===== src/rtl/serial_sub_ctrl.sv =====
// rtl/serial_sub_ctrl.sv - bit-serial a - b - borrow_in controller built around one shared sub1 cell
// LSB first, one bit per clock; result registers update only on the last RUN cycle.

module sub1 (
    input  logic a,
    input  logic b,
    input  logic borrow_in,
    output logic d,
    output logic borrow_out
);
    assign d          = a ^ b ^ borrow_in;
    assign borrow_out = (~a & (b | borrow_in)) | (b & borrow_in);
endmodule

module serial_sub_ctrl #(
    parameter int WIDTH = 4
) (
    input  logic             clk,
    input  logic             rst,
    input  logic             start,
    input  logic [WIDTH-1:0] a,
    input  logic [WIDTH-1:0] b,
    input  logic             borrow_in,
    output logic             busy,
    output logic             done,
    output logic [WIDTH-1:0] diff,
    output logic             borrow_out,
    output logic             zero
);
    localparam int CW = (WIDTH > 1) ? $clog2(WIDTH) : 1;

    typedef enum logic [1:0] {
        IDLE = 2'd0,
        RUN  = 2'd1,
        DONE = 2'd2
    } state_t;

    state_t           state;
    state_t           state_next;
    logic [WIDTH-1:0] a_sr;
    logic [WIDTH-1:0] b_sr;
    logic [WIDTH-1:0] res_sr;
    logic             borrow_q;
    logic [CW-1:0]    count;
    logic             bit_d;
    logic             bit_borrow;
    logic             last_bit;
    logic [WIDTH-1:0] res_next;

    sub1 u_sub1 (
        .a          (a_sr[0]),
        .b          (b_sr[0]),
        .borrow_in  (borrow_q),
        .d          (bit_d),
        .borrow_out (bit_borrow)
    );

    assign last_bit = (count == CW'(WIDTH - 1));
    assign res_next = {bit_d, res_sr[WIDTH-1:1]};

    always_ff @(posedge clk) begin
        if (rst) begin
            state <= IDLE;
        end else begin
            state <= state_next;
        end
    end

    always_comb begin
        state_next = state;
        case (state)
            IDLE:    if (start) state_next = RUN;
            RUN:     if (last_bit) state_next = DONE;
            DONE:    state_next = IDLE;
            default: state_next = IDLE;
        endcase
    end

    always_comb begin
        busy = 1'b0;
        done = 1'b0;
        case (state)
            RUN:     busy = 1'b1;
            DONE: begin
                busy = 1'b1;
                done = 1'b1;
            end
            default: ;
        endcase
    end

    // Operand capture, per-bit shifting and the held result registers.
    always_ff @(posedge clk) begin
        if (rst) begin
            a_sr       <= '0;
            b_sr       <= '0;
            res_sr     <= '0;
            borrow_q   <= 1'b0;
            count      <= '0;
            diff       <= '0;
            borrow_out <= 1'b0;
            zero       <= 1'b0;
        end else begin
            case (state)
                IDLE: begin
                    if (start) begin
                        a_sr     <= a;
                        b_sr     <= b;
                        borrow_q <= borrow_in;
                        count    <= '0;
                    end
                end
                RUN: begin
                    res_sr   <= res_next;
                    a_sr     <= {1'b0, a_sr[WIDTH-1:1]};
                    b_sr     <= {1'b0, b_sr[WIDTH-1:1]};
                    borrow_q <= bit_borrow;
                    count    <= count + 1'b1;
                    if (last_bit) begin
                        diff       <= res_next;
                        borrow_out <= bit_borrow;
                        zero       <= (res_next == '0);
                    end
                end
                default: ;
            endcase
        end
    end
endmodule


===== config.mk =====
export PLATFORM = sky130hd
export DESIGN_NAME = serial_sub_ctrl
export DESIGN_NICKNAME = d
export VERILOG_FILES = /design/src/rtl/serial_sub_ctrl.sv
export SDC_FILE = /design/constraint.sdc
export NUM_CORES = 1
export LEC_CHECK = 0
export BUFFER_PORTS_ARGS = -buffer_cell sky130_fd_sc_hd__buf_2
export CAP_MARGIN = 25
export CELL_PAD_IN_SITES_DETAIL_PLACEMENT = 0
export CELL_PAD_IN_SITES_GLOBAL_PLACEMENT = 1
export CORE_ASPECT_RATIO = 0.9
export CORE_MARGIN = 4
export CORE_UTILIZATION = 40
export CTS_CLUSTER_SIZE = 28
export DETAILED_ROUTE_END_ITERATION = 7
export GPL_TIMING_DRIVEN = 0
export PLACE_DENSITY = 0.84
export SYNTH_ARGS = -nofsm -noshare
export SYNTH_HDL_FRONTEND = slang
export SYNTH_SLANG_ARGS = --single-unit

===== constraint.sdc =====
create_clock -name clk -period 2.8 [get_ports clk]
set_clock_uncertainty 0.05 [all_clocks]
set_input_delay 0.56 -clock clk [delete_from_list [all_inputs] [get_ports clk]]
set_output_delay 0.56 -clock clk [all_outputs]
set_load 0.01 [all_outputs]

== Yosys cells after proc, flatten, opt, wreduce, memory -nomap -nowiden ==
Index checks and enable logic that the tools add are counted.

* Bitwise gates (word level): 7
* Shifts and indexed selects: 0
* $mul: 0
* Div/mod/pow operators: 0
* Add/subtract/negate cells: 1
* Mux-type cells: 13
* Magnitude comparators: 0
* Reduce and logical (&&, ||, !) cells: 7
* Equal/unequal tests: 5

{| class="wikitable"
|+ Operator list
! kind !! count
|-
| case mux 4 bit (2 select lines) || 2
|-
| two-way mux 4 bit || 2
|-
| case mux 2 bit (2 select lines) || 2
|-
| two-way mux 2 bit || 3
|-
| AND reduction 2 bit || 3
|-
| equality test 2 bit (second input constant) || 2
|-
| logical NOT 4 bit || 1
|-
| != test 2 bit (second input constant) || 2
|-
| two-way mux 1 bit || 3
|-
| adder 2 x 1 -> 2 bit (second input constant) || 1
|-
| bitwise AND 1 bit || 2
|-
| equality test 2 x 1 -> 1 bit (second input constant) || 1
|-
| logical NOT 2 bit || 1
|-
| OR 1 bit || 2
|-
| case mux 1 bit (2 select lines) || 1
|-
| nonzero test 2 bit || 1
|-
| OR reduction 2 bit || 1
|-
| bitwise XOR 1 bit || 2
|-
| inverter 1 bit || 1
|}

* Input port bits: 12
* Memories kept: 0
* Register bits after elaboration: 23
* Logic and storage cells: 42
* Bits in latches: 0
* Bits in writable memories: 0
* Memory bits (read-only): 0

== Depth between registers and ports, before layout ==
Gate-level depths: netlist of run 1.

* Depth in word-level cells: 4
* Depth in mapped cells: 7
* Depth with buffers taken out: 5

== Cells and area by module ==
A second synthesis of run 1 with hierarchy kept.

* Cell total of the unflattened synthesis: 106
* Area total of the unflattened synthesis: 1046.0 um^2

{| class="wikitable"
|+ Modules (own cells, without submodules)
! module !! cells an instance !! instances !! area an instance (um^2)
|-
| serial_sub_ctrl || 103 || 1 || 1018.5
|-
| sub1 || 3 || 1 || 27.5
|}

== Worst setup path before layout of run 1 ==
No wires, ideal clock.

* Kind: flip-flop to flip-flop
* Start: register state[1]
* End: register a_sr[2]
* Period minus slack after synthesis: 1473 ps
* Stages on the path, launching flop included: 8
* Buffers on the path: 2
* Path slack: 1327 ps
* Arrival time: 1282 ps
* Cell sequence: dfxtp_1 inv_1 ha_1 buf_6 mux2_4 buf_12 nor2_2 a211oi_2

* Longest elaborated chain between the ends: 3
* Elaborated cells between the ends (all ways): 6

{| class="wikitable"
|+ RTL lines
! element !! RTL line !! text
|-
| from (decl) || 38 || <nowiki>state_t state;</nowiki>
|-
| from (signal assigned) || 65 || <nowiki>state <= state_next;</nowiki>
|-
| equality test 2 x 1 -> 1 bit or logical NOT 2 bit (tied branches) || 104 || <nowiki>case (state)</nowiki>
|-
| nonzero test 2 bit (no source line) or != test 2 bit (tied branches) || - ||
|-
| AND reduction 2 bit (no source line) || - ||
|-
| to (signal assigned) || 115 || <nowiki>a_sr <= {1'b0, a_sr[WIDTH-1:1]};</nowiki>
|-
| to (decl) || 40 || <nowiki>logic [WIDTH-1:0] a_sr;</nowiki>
|}

Several ways; a longest one is shown, not always the timed one.
A chain may end at the register's enable or synchronous reset.

== Worst setup path in the final report of run 1 ==
* Start: register state[0]
* End: output port busy

* Longest elaborated chain between the ends: 3
* Elaborated cells between the ends (all ways): 4

{| class="wikitable"
|+ RTL lines
! element !! RTL line !! text
|-
| equality test 2 x 1 -> 1 bit or equality test 2 bit (tied branches) || 82 || <nowiki>case (state)</nowiki>
|-
| OR reduction 2 bit (no source line) (*) || - ||
|-
| two-way mux 1 bit (*) || 82 ||
|-
| to (decl) || 24 || <nowiki>output logic busy,</nowiki>
|}

Every way passes the cells marked *; elsewhere a longest branch is shown, timed or not.

==> qor.yml, run 1 <==
outcome:
  status: "completed"
placement:
  placedInstanceArea_sq_mm: 0.00120
  post-place-cells: 154
  portBuffers: 19
  gp_congestion: 0.716
  dp_hpwl_um: 1540
cts:
  cts_tree: "built"
  clk_latency_ps: 310
  clk_root_buffer_cell: "clkbuf_4"
  cts_setup_buffers: 0
  numCtsBuffers: 3
  cts_num_sinks: 22
  cts_max_level: 1
  cts.reportedPaths.clkPinSlew_ps: 130
  post_cts_resized: 0
  ctsHoldBuffers: 0
  cts_buffer_depth: 2
yosys:
  yosys_warnings: 0
  yosysSeqAreaShare_pct: 41.2
  synthesis.nets: 124
  synth_edf_count: 0
  ys_ff_latch: 22
  ys_types: 30
  ys.flop_type: "dfxtp_1"
  synth_area_sq_mm: 0.00107
  synth.largest_area_cell: "dfxtp_1"
  synth_most_common_cell: "dfxtp_1"
  synthCells: 107
  async_flop_share_pct: 0
  synthTopCellsByCount: "dfxtp_1 (22), a21oi_1 (11), mux2i_1 (10), nand2_1 (10), nor2_1 (10)"
  synthTopCellsByArea: "dfxtp_1 (41%), mux2i_1 (9.4%), a211oi_2 (8.2%)"
  avgSynthCellArea_sq_um: 9.99
  synth.top_cell.area_share_pct: 41.2
final_layout:
  drive_gt1_share_pct: 31.5
  n_fill_cell: 250
  fin_cells: 158
  syn2layout_area_growth_pct: 15.6
  nNetsFinal: 148
  diodes: 0
  final_area_sq_mm: 0.00123
run:
  cap_violations: 0
global_routing:
  antenna_found_initial: 0
  track_usage_pct: 12.4
  overflow: 0
  grt_max_degree: 13
  grt_first_pass_wirelength_um: 3620
  grt_pass1_vias: 840
critical_path:
  required_ps: 2190
  crit_path_start_kind: "flop"
  worstPathArrival_ps: 1180
  crit_buf_inv: 2
  crit_family: "flip-flops"
  critPathMaxFanout: 3
  worst-path-stages: 3
  path_cells: "inv_1 -> ha_1 -> buf_2"
  rr_worst_depth: 7
  crit_slowest_cell: "dfxtp_1"
  cpPeakStageDelay_ps: 380
  crit_type: "reg -> out"
  endpoint_kind: "primary output"
timing:
  period_share_pct: 63.9
  tns_ps: 0
  max_freq_mhz: 559
  drv_slew: 0
  rsz0062_at_grt: "false"
  relSlewSlack_pct: 53.3
  period_minus_slack_ps: 1790
  setup_violations: 0
  worstMarginPinSlew_ps: 700
  report.final.hold_viol_count: 0
routing:
  wl_um: 2030
  first_iter_violations: 7
  drc: 0
  ant_nets: 0
  firstDrtPassIters: 4
  via_per_inst: 5.30
  num_vias: 837
  wl_per_cell_um: 12.8
floorplan:
  core_area_sq_mm: 0.00251
  die_h_um: 57.0
  die_w_um: 62.5
  pin_count: 20
  die-area_sq_mm: 0.00356
  row_count: 17
  start_util_pct: 42.6
power_and_ir_drop:
  intPower_uw: 481
  max-vdd-ir-drop_uv: 367
  comb_power_share_pct: 21.9
  switching_power_uw: 185
  swShare_pct: 27.8
  p_leak_nw: 0.519
  sequentialPowerShare_pct: 51.9
  power_density_mw_per_mm2: 540
  p_clk_share_pct: 26.3
worst_hold_path:
  min_path_type: "in -> reg"
  holdPathStages: 2
layer usage:
layer  vias to the layer above  wire, um  GRT usage [%]
li1                        424         -              -
met5                         -         0              0
met2                        13       982           21.9
met3                         2        91           4.53
met1                       398       943           14.8
met4                         0        12           1.89
path summary, 6_finish.rpt:
kind,startpoint,end,slack [ps]
min,rst,diff[3],400
max,state[0],busy,1010
min reg2reg,zero,zero,410
max reg2reg,state[1],a_sr[3],1180
stage by stage:
step / hold slack, ps / utilization [%] / setup slack [ps] / power, mW
finish: 404 / 49.2 / 1010 / 0.666
global route: 372 / 49.2 / 947 / 0.705
CTS: 387 / 49.2 / 1010 / 0.675
detailed placement: 394 / 47.8 / 1190 / 0.499
global placement: 388 / 47.8 / 1230 / 0.495
floorplan: 382 / - / 1330 / 0.465
area by class of cell:
cell class / count / area, sq um / area share (%)
Multi-Input combinational cell: 74 / 559 / 45.3
Clock buffer: 4 / 36.3 / 2.94
Inverter: 4 / 15.0 / 1.22
Tap cell: 28 / 35.0 / 2.84
Timing Repair Buffer: 19 / 95.1 / 7.70
Buffer: 7 / 53.8 / 4.36
Sequential cell: 22 / 440 / 35.7
flip-flops by register name, summed over array words and instances (netlist names):
| signal | flops |
|---|---|
| a_sr | 4 |
| state | 2 |
| zero | 1 |
| count | 2 |
| borrow_q | 1 |
| b_sr | 4 |
| borrow_out | 1 |
| diff | 4 |
| res_sr | 3 |
placed cells by master, fill, tap and decap left out, types with 2 or more instances in the layout:
cell type,synthesis,final
a211oi_1,2,2
a211oi_2,7,7
a21oi_1,11,11
buf_2,3,22
clkbuf_4,0,3
dfxtp_1,22,22
ha_1,4,4
inv_1,4,4
mux2i_1,10,10
nand2_1,10,10
nand3_1,5,5
nor2_1,10,10
power by group through the flow:
stage               combinational, mW  sequential, mW  clock [mW]
finish                          0.146           0.346       0.175
global placement                0.143           0.352           0
detailed placement              0.146           0.353           0
floorplan                       0.116           0.350           0
global route                    0.160           0.350       0.195
CTS                             0.147           0.346       0.181
logic make-up (layout without fill, tap and decap cells):
kind of cell               Yosys count  after routing  share of synthesized area (%)
adders and majority gates            5              5                           6.56
muxes                               12             12                           11.8
DFF                                 22             22                           41.2
and+or+nand+nor                     34             34                           16.7
buffers and inverters               11             34                           6.44
AOI/OAI and AO/OA                   23             23                           17.2
Note: power is estimated with default switching activity, not from simulation.
==> inputs of run 2 (changes only) <==
--- a/config.mk
+++ b/config.mk
@@ -5,17 +5,18 @@
 export SDC_FILE = /design/constraint.sdc
 export NUM_CORES = 1
 export LEC_CHECK = 0
+export ABC_AREA = 1
 export BUFFER_PORTS_ARGS = -buffer_cell sky130_fd_sc_hd__buf_2
 export CAP_MARGIN = 25
 export CELL_PAD_IN_SITES_DETAIL_PLACEMENT = 0
 export CELL_PAD_IN_SITES_GLOBAL_PLACEMENT = 1
 export CORE_ASPECT_RATIO = 0.9
 export CORE_MARGIN = 4
-export CORE_UTILIZATION = 40
+export CORE_UTILIZATION = 37
 export CTS_CLUSTER_SIZE = 28
 export DETAILED_ROUTE_END_ITERATION = 7
 export GPL_TIMING_DRIVEN = 0
-export PLACE_DENSITY = 0.84
+export PLACE_DENSITY = 0.85
 export SYNTH_ARGS = -nofsm -noshare
 export SYNTH_HDL_FRONTEND = slang
 export SYNTH_SLANG_ARGS = --single-unit
==> constraint.sdc (replaced) <==
create_clock -name clk -period 1.66 [get_ports clk]
set_clock_uncertainty 0.05 [all_clocks]
set_input_delay 0.332 -clock clk [delete_from_list [all_inputs] [get_ports clk]]
set_output_delay 0.332 -clock clk [all_outputs]
set_load 0.01 [all_outputs]
==> qor.yml, run 2 <==
cts:
  cts_tree: "built"
  cts_buffer_depth: 2  # unchanged
  ctsHoldBuffers: 0  # unchanged
  cts_num_sinks: 22  # unchanged
  clk_root_buffer_cell: "clkbuf_4"
  cts_max_level: 1  # unchanged
  post_cts_resized: 0  # unchanged
  numCtsBuffers: 3  # unchanged
  clk_latency_ps: 310  # about the same
  cts_setup_buffers: 0  # unchanged
  cts.reportedPaths.clkPinSlew_ps: 120  # about the same
yosys:
  synthTopCellsByArea: "dfxtp_1 (42%), nand2_1 (18%), nor2_1 (10%)"
  synth.top_cell.area_share_pct: 42.4  # +1.1 points
  synth_edf_count: 0  # unchanged
  async_flop_share_pct: 0  # unchanged
  synth_most_common_cell: "nand2_1"
  ys.flop_type: "dfxtp_1"
  ys_ff_latch: 22  # unchanged
  yosysSeqAreaShare_pct: 42.4  # +1.1 points
  synthCells: 151  # +41%
  yosys_warnings: 0  # unchanged
  synthTopCellsByCount: "nand2_1 (50), nor2_1 (29), dfxtp_1 (22)"
  synthesis.nets: 168  # +35%
  avgSynthCellArea_sq_um: 6.89  # -31%
  ys_types: 16  # -47%
  synth_area_sq_mm: 0.00104  # -2.7%
  synth.largest_area_cell: "dfxtp_1"
final_layout:
  layout_commonest_cell: "nand2_1"
  multiInputGateArea_sq_um: 505  # -9.6%
  syn2layout_area_growth_pct: 17.2
  nNetsFinal: 192  # +30%
  fin_cells: 212  # +34%
  seq_area_sq_um: 440  # unchanged
  reg_top3: "a_sr x4, b_sr x4, diff x4"
  n_fill_cell: 272  # +8.8%
  diodes: 0  # unchanged
  drive_gt1_share_pct: 19.0  # -13 points
  layout_common_cells: "nand2_1 (50), nor2_1 (29), buf_2 (22), dfxtp_1 (22), inv_1 (13)"
power_and_ir_drop:
  p_total_mw: 1.27  # +91%
  max-vdd-ir-drop_uv: 458  # +25%
  power_density_mw_per_mm2: 1040  # +93%
  p_leak_nw: 0.614  # +18%
  intPower_uw: 854  # +78%
  switching_power_uw: 415  # +120%
  comb_power_share_pct: 27.8  # +5.9 points
  p_clk_share_pct: 23.8  # -2.5 points
  sequentialPowerShare_pct: 48.4  # -3.5 points
  swShare_pct: 32.7  # +4.9 points
floorplan:
  row_count: 17  # unchanged
  die_h_um: 58.3  # +2.2%
  core_area_sq_mm: 0.00257  # +2.5%
  pin_count: 20  # unchanged
  start_util_pct: 40.4  # -2.2 points
  die-area_sq_mm: 0.00372  # +4.5%
  die_w_um: 63.9  # +2.2%
routing:
  num_vias: 928  # +11%
  via_per_inst: 4.38  # -17%
  first_iter_violations: 21  # +14
  wl_per_cell_um: 10.1  # -21%
  wl_um: 2140  # +5.4%
  drc: 0  # unchanged
  firstDrtPassIters: 4  # unchanged
  ant_nets: 0  # unchanged
placement:
  pre_cts_ws_ps: 210  # -982 ps
  dp_hpwl_um: 1620  # +5.3%
  portBuffers: 19  # unchanged
  post-place-cells: 208  # +35%
  gp_congestion: 0.739  # +3.3%
timing:
  relSlewSlack_pct: 85.4  # +32 points
  period_share_pct: 94.3
  worstMarginPinSlew_ps: 218  # -482 ps
  rsz0062_at_grt: "false"
  report.final.hold_viol_count: 0  # unchanged
  tns_ps: 0  # unchanged
  period_minus_slack_ps: 1570
  whs_ps: 218  # -185 ps
  setup_violations: 0  # unchanged
  fin_ws_ps: 94.3  # -918 ps
  max_freq_mhz: 639
  drv_slew: 0  # unchanged
critical_path:
  path_cells: "inv_1 -> ha_1 -> buf_2"
  crit_type: "reg -> out"
  endpoint_kind: "primary output"
  required_ps: 1280  # -910 ps
  crit_path_start_kind: "flop"
  crit_slowest_cell: "dfxtp_1"
  crit_family: "flip-flops"
  crit_buf_inv: 2  # unchanged
  cpPeakStageDelay_ps: 360  # -20 ps
  critPathMaxFanout: 3  # unchanged
  worstPathArrival_ps: 1180  # about the same
global_routing:
  grt_pass1_vias: 894  # +6.4%
  grt_first_pass_wirelength_um: 3810  # +5.3%
  grt_max_degree: 13  # unchanged
  overflow: 0  # unchanged
  track_usage_pct: 12.7  # +0.27 points
  antenna_found_initial: 0  # unchanged
run:
  cap_violations: 0  # unchanged
worst_hold_path:
  min_path_type: "in -> reg"
outcome:
  status: "completed"
[run 2: changes by cell type after synthesis, moves of 2 or more]
cell	delta
o21ai_0	+7
nand4_1	+2
nand3_1	-2
a211oi_1	-2
inv_2	+2
nor2_1	+19
mux2i_1	-10
a211oi_2	-7
inv_1	+9
nand2_2	+2
nand2_1	+40
a21oi_1	-2
[run 2: final cells by class]
cell class | instances | area share, %
well taps | 38 | 3.90
inverters | 15 | 4.62
multi-input cells | 109 | 41.5
flip-flops and latches | 22 | 36.1
repair buffers | 19 | 7.80
plain buffers | 5 | 3.08
clock buffers | 4 | 2.98
[run 2: per-stage QoR]
stage               instance area [sq um]  utilization (%)
floorplan                            1040                -
CTS                                  1220             47.4
global placement                     1180             45.9
detailed placement                   1180             45.9
global route                         1220             47.4
finish                               1220             47.4
[run 2: logic make-up (layout without fill, tap and decap cells)]
kind of cell             count (synthesis)  count (layout)  synth area share, %
buffers and inverters                   20              43                 9.03
flip-flops                              22              22                 42.4
AND/OR/NAND/NOR                         88              88                 34.2
adder cells (fa/ha/maj)                  5               5                 6.74
AO/OA/AOI/OAI                           16              16                 7.70
[run 2: final timing paths]
path                            startpoint  depth (start not counted)  slack (ps)       end
worst max register to register    state[0]                          8         200  count[1]
worst max-delay path              state[0]                          3          90      busy
worst min-delay path                   rst                          2         220  state[1]
worst min register to register     a_sr[3]                          2         420   a_sr[3]
[run 2: power by group through the flow]
stage | Sequential [mW] | Combinational [mW] | Clock, mW
2_1_floorplan | 0.621 | 0.275 | 0
3_3_place_gp | 0.625 | 0.351 | 0
3_5_place_dp | 0.628 | 0.357 | 0
4_1_cts | 0.616 | 0.358 | 0.313
5_1_grt | 0.623 | 0.413 | 0.338
6_report | 0.615 | 0.353 | 0.302
[run 2: metal layers]
layer  up-vias  routed length [um]  GRT usage [%]
met5         -                   0              0
li1        509                   -              -
met1       401                1050           15.6
met2        16                 980           21.9
met3         2                  95           4.77
met4         0                   8          0.923
==> inputs of run 3 (changes only) <==
--- a/config.mk
+++ b/config.mk
@@ -16,7 +16,7 @@
 export CTS_CLUSTER_SIZE = 28
 export DETAILED_ROUTE_END_ITERATION = 7
 export GPL_TIMING_DRIVEN = 0
-export PLACE_DENSITY = 0.85
+export PLACE_DENSITY_LB_ADDON = 0.1
 export SYNTH_ARGS = -nofsm -noshare
 export SYNTH_HDL_FRONTEND = slang
 export SYNTH_SLANG_ARGS = --single-unit
==> qor.yml, run 3 (synthesis gave the netlist of run 2 again) <==
timing:
  report.final.hold_viol_count: 0  # unchanged
  worstMarginPinSlew_ps: 240  # +22.1 ps
  rsz0062_at_grt: "false"
  period_share_pct: 92.3  # -2.1 points
  tns_ps: 0  # unchanged
  max_freq_mhz: 653  # +2.2%
  drv_slew: 0  # unchanged
  whs_ps: 229  # +11.1 ps
  period_minus_slack_ps: 1530  # -34.1 ps
  relSlewSlack_pct: 84.0  # -1.5 points
  setup_violations: 0  # unchanged
final_layout:
  layout_common_cells: "nand2_1 (50), nor2_1 (29), buf_2 (22), dfxtp_1 (22), inv_1 (13)"
  layout_commonest_cell: "nand2_1"
  diodes: 0  # unchanged
  syn2layout_area_growth_pct: 17.2  # unchanged
  reg_top3: "a_sr x4, b_sr x4, diff x4"
  drive_gt1_share_pct: 19.0  # unchanged
  nNetsFinal: 192  # unchanged
cts:
  cts_num_sinks: 22  # unchanged
  numCtsBuffers: 3  # unchanged
  post_cts_resized: 0  # unchanged
  clk_root_buffer_cell: "clkbuf_4"
  cts_tree: "built"
  cts.reportedPaths.clkPinSlew_ps: 120  # about the same
  cts_setup_buffers: 0  # unchanged
  cts_buffer_depth: 2  # unchanged
  cts_max_level: 1  # unchanged
  ctsHoldBuffers: 0  # unchanged
  clk_latency_ps: 300  # about the same
global_routing:
  grt_first_pass_wirelength_um: 3730  # -2.2%
  grt_pass1_vias: 877  # -1.9%
  track_usage_pct: 12.7  # +0.061 points
  antenna_found_initial: 0  # unchanged
  grt_max_degree: 13  # unchanged
  overflow: 0  # unchanged
routing:
  firstDrtPassIters: 4  # unchanged
  drc: 0  # unchanged
  wl_um: 2140  # about the same
  via_per_inst: 4.41  # +0.65%
  num_vias: 934  # +0.65%
  ant_nets: 0  # unchanged
  wl_per_cell_um: 10.1  # about the same
  first_iter_violations: 21  # unchanged
placement:
  dp_hpwl_um: 1590  # -1.9%
  portBuffers: 19  # unchanged
  gp_congestion: 0.691  # -6.5%
floorplan:
  die_h_um: 58.3  # unchanged
  row_count: 17  # unchanged
  pin_count: 20  # unchanged
  die-area_sq_mm: 0.00372  # unchanged
  die_w_um: 63.9  # unchanged
  start_util_pct: 40.4  # unchanged
  core_area_sq_mm: 0.00257  # unchanged
run:
  cap_violations: 0  # unchanged
power_and_ir_drop:
  max-vdd-ir-drop_uv: 443  # -3.2%
  power_density_mw_per_mm2: 1040  # -0.36%
  p_leak_nw: 0.614  # unchanged
critical_path:
  endpoint_kind: "primary output"
  crit_path_start_kind: "flop"
  crit_slowest_cell: "dfxtp_1"
  path_cells: "inv_1 -> ha_1 -> buf_2"
  critPathMaxFanout: 3  # unchanged
  worstPathArrival_ps: 1150  # -30 ps
  required_ps: 1280  # about the same
  crit_type: "reg -> out"
  cpPeakStageDelay_ps: 360  # about the same
outcome:
  status: "completed"
worst_hold_path:
  min_path_type: "in -> reg"
run 3: through the flow:
step	std cells	utilization (%)	worst slack (ps)	power (mW)	area (sq um)
2_1_floorplan	151	-	390	0.896	1040
3_3_place_gp	208	45.9	226	0.979	1180
3_5_place_dp	208	45.9	185	0.989	1180
5_1_grt	212	47.4	18.4	1.38	1220
4_1_cts	212	47.4	106	1.29	1220
6_report	212	47.4	128	1.27	1220
run 3: routing by layer:
metal	vias to the layer above	track usage (%)	part of all wire, %
met5	-	0	0
met4	0	2.77	0.75
met3	2	4.20	4.4
met2	14	22.7	45
met1	403	14.9	50
li1	515	-	-
run 3: path summary, 6_finish.rpt:
path         startpoint        to  slack (ps)  cells after the start
min reg2reg     b_sr[3]   b_sr[3]         420                      2
max reg2reg    state[0]  count[1]         180                      8
min                 rst      zero         230                      2
max            state[0]      busy         130                      3
run 3: critical path: cells and delay by family (launching register included):
kind | cells | cell delay [ps]
adder cells (fa/ha/maj) | 1 | 280
buffers and inverters | 2 | 210
flip-flops | 1 | 360
run 3: power breakdown:
part	switching [mW]	leakage [nW]	internal [mW]
clock network	0.159	0.0210	0.134
registers	0.0325	0.180	0.583
logic	0.219	0.413	0.137
total	0.411	0.614	0.854
run 3: cell type report:
type	instances	area [sq um]
fill	283	1360
inverter	15	56.3
timing repair buffer	19	95.1
tap	38	47.5
buffer	5	37.5
sequential	22	440
multi-input combinational	109	505
clock buffer	4	36.3
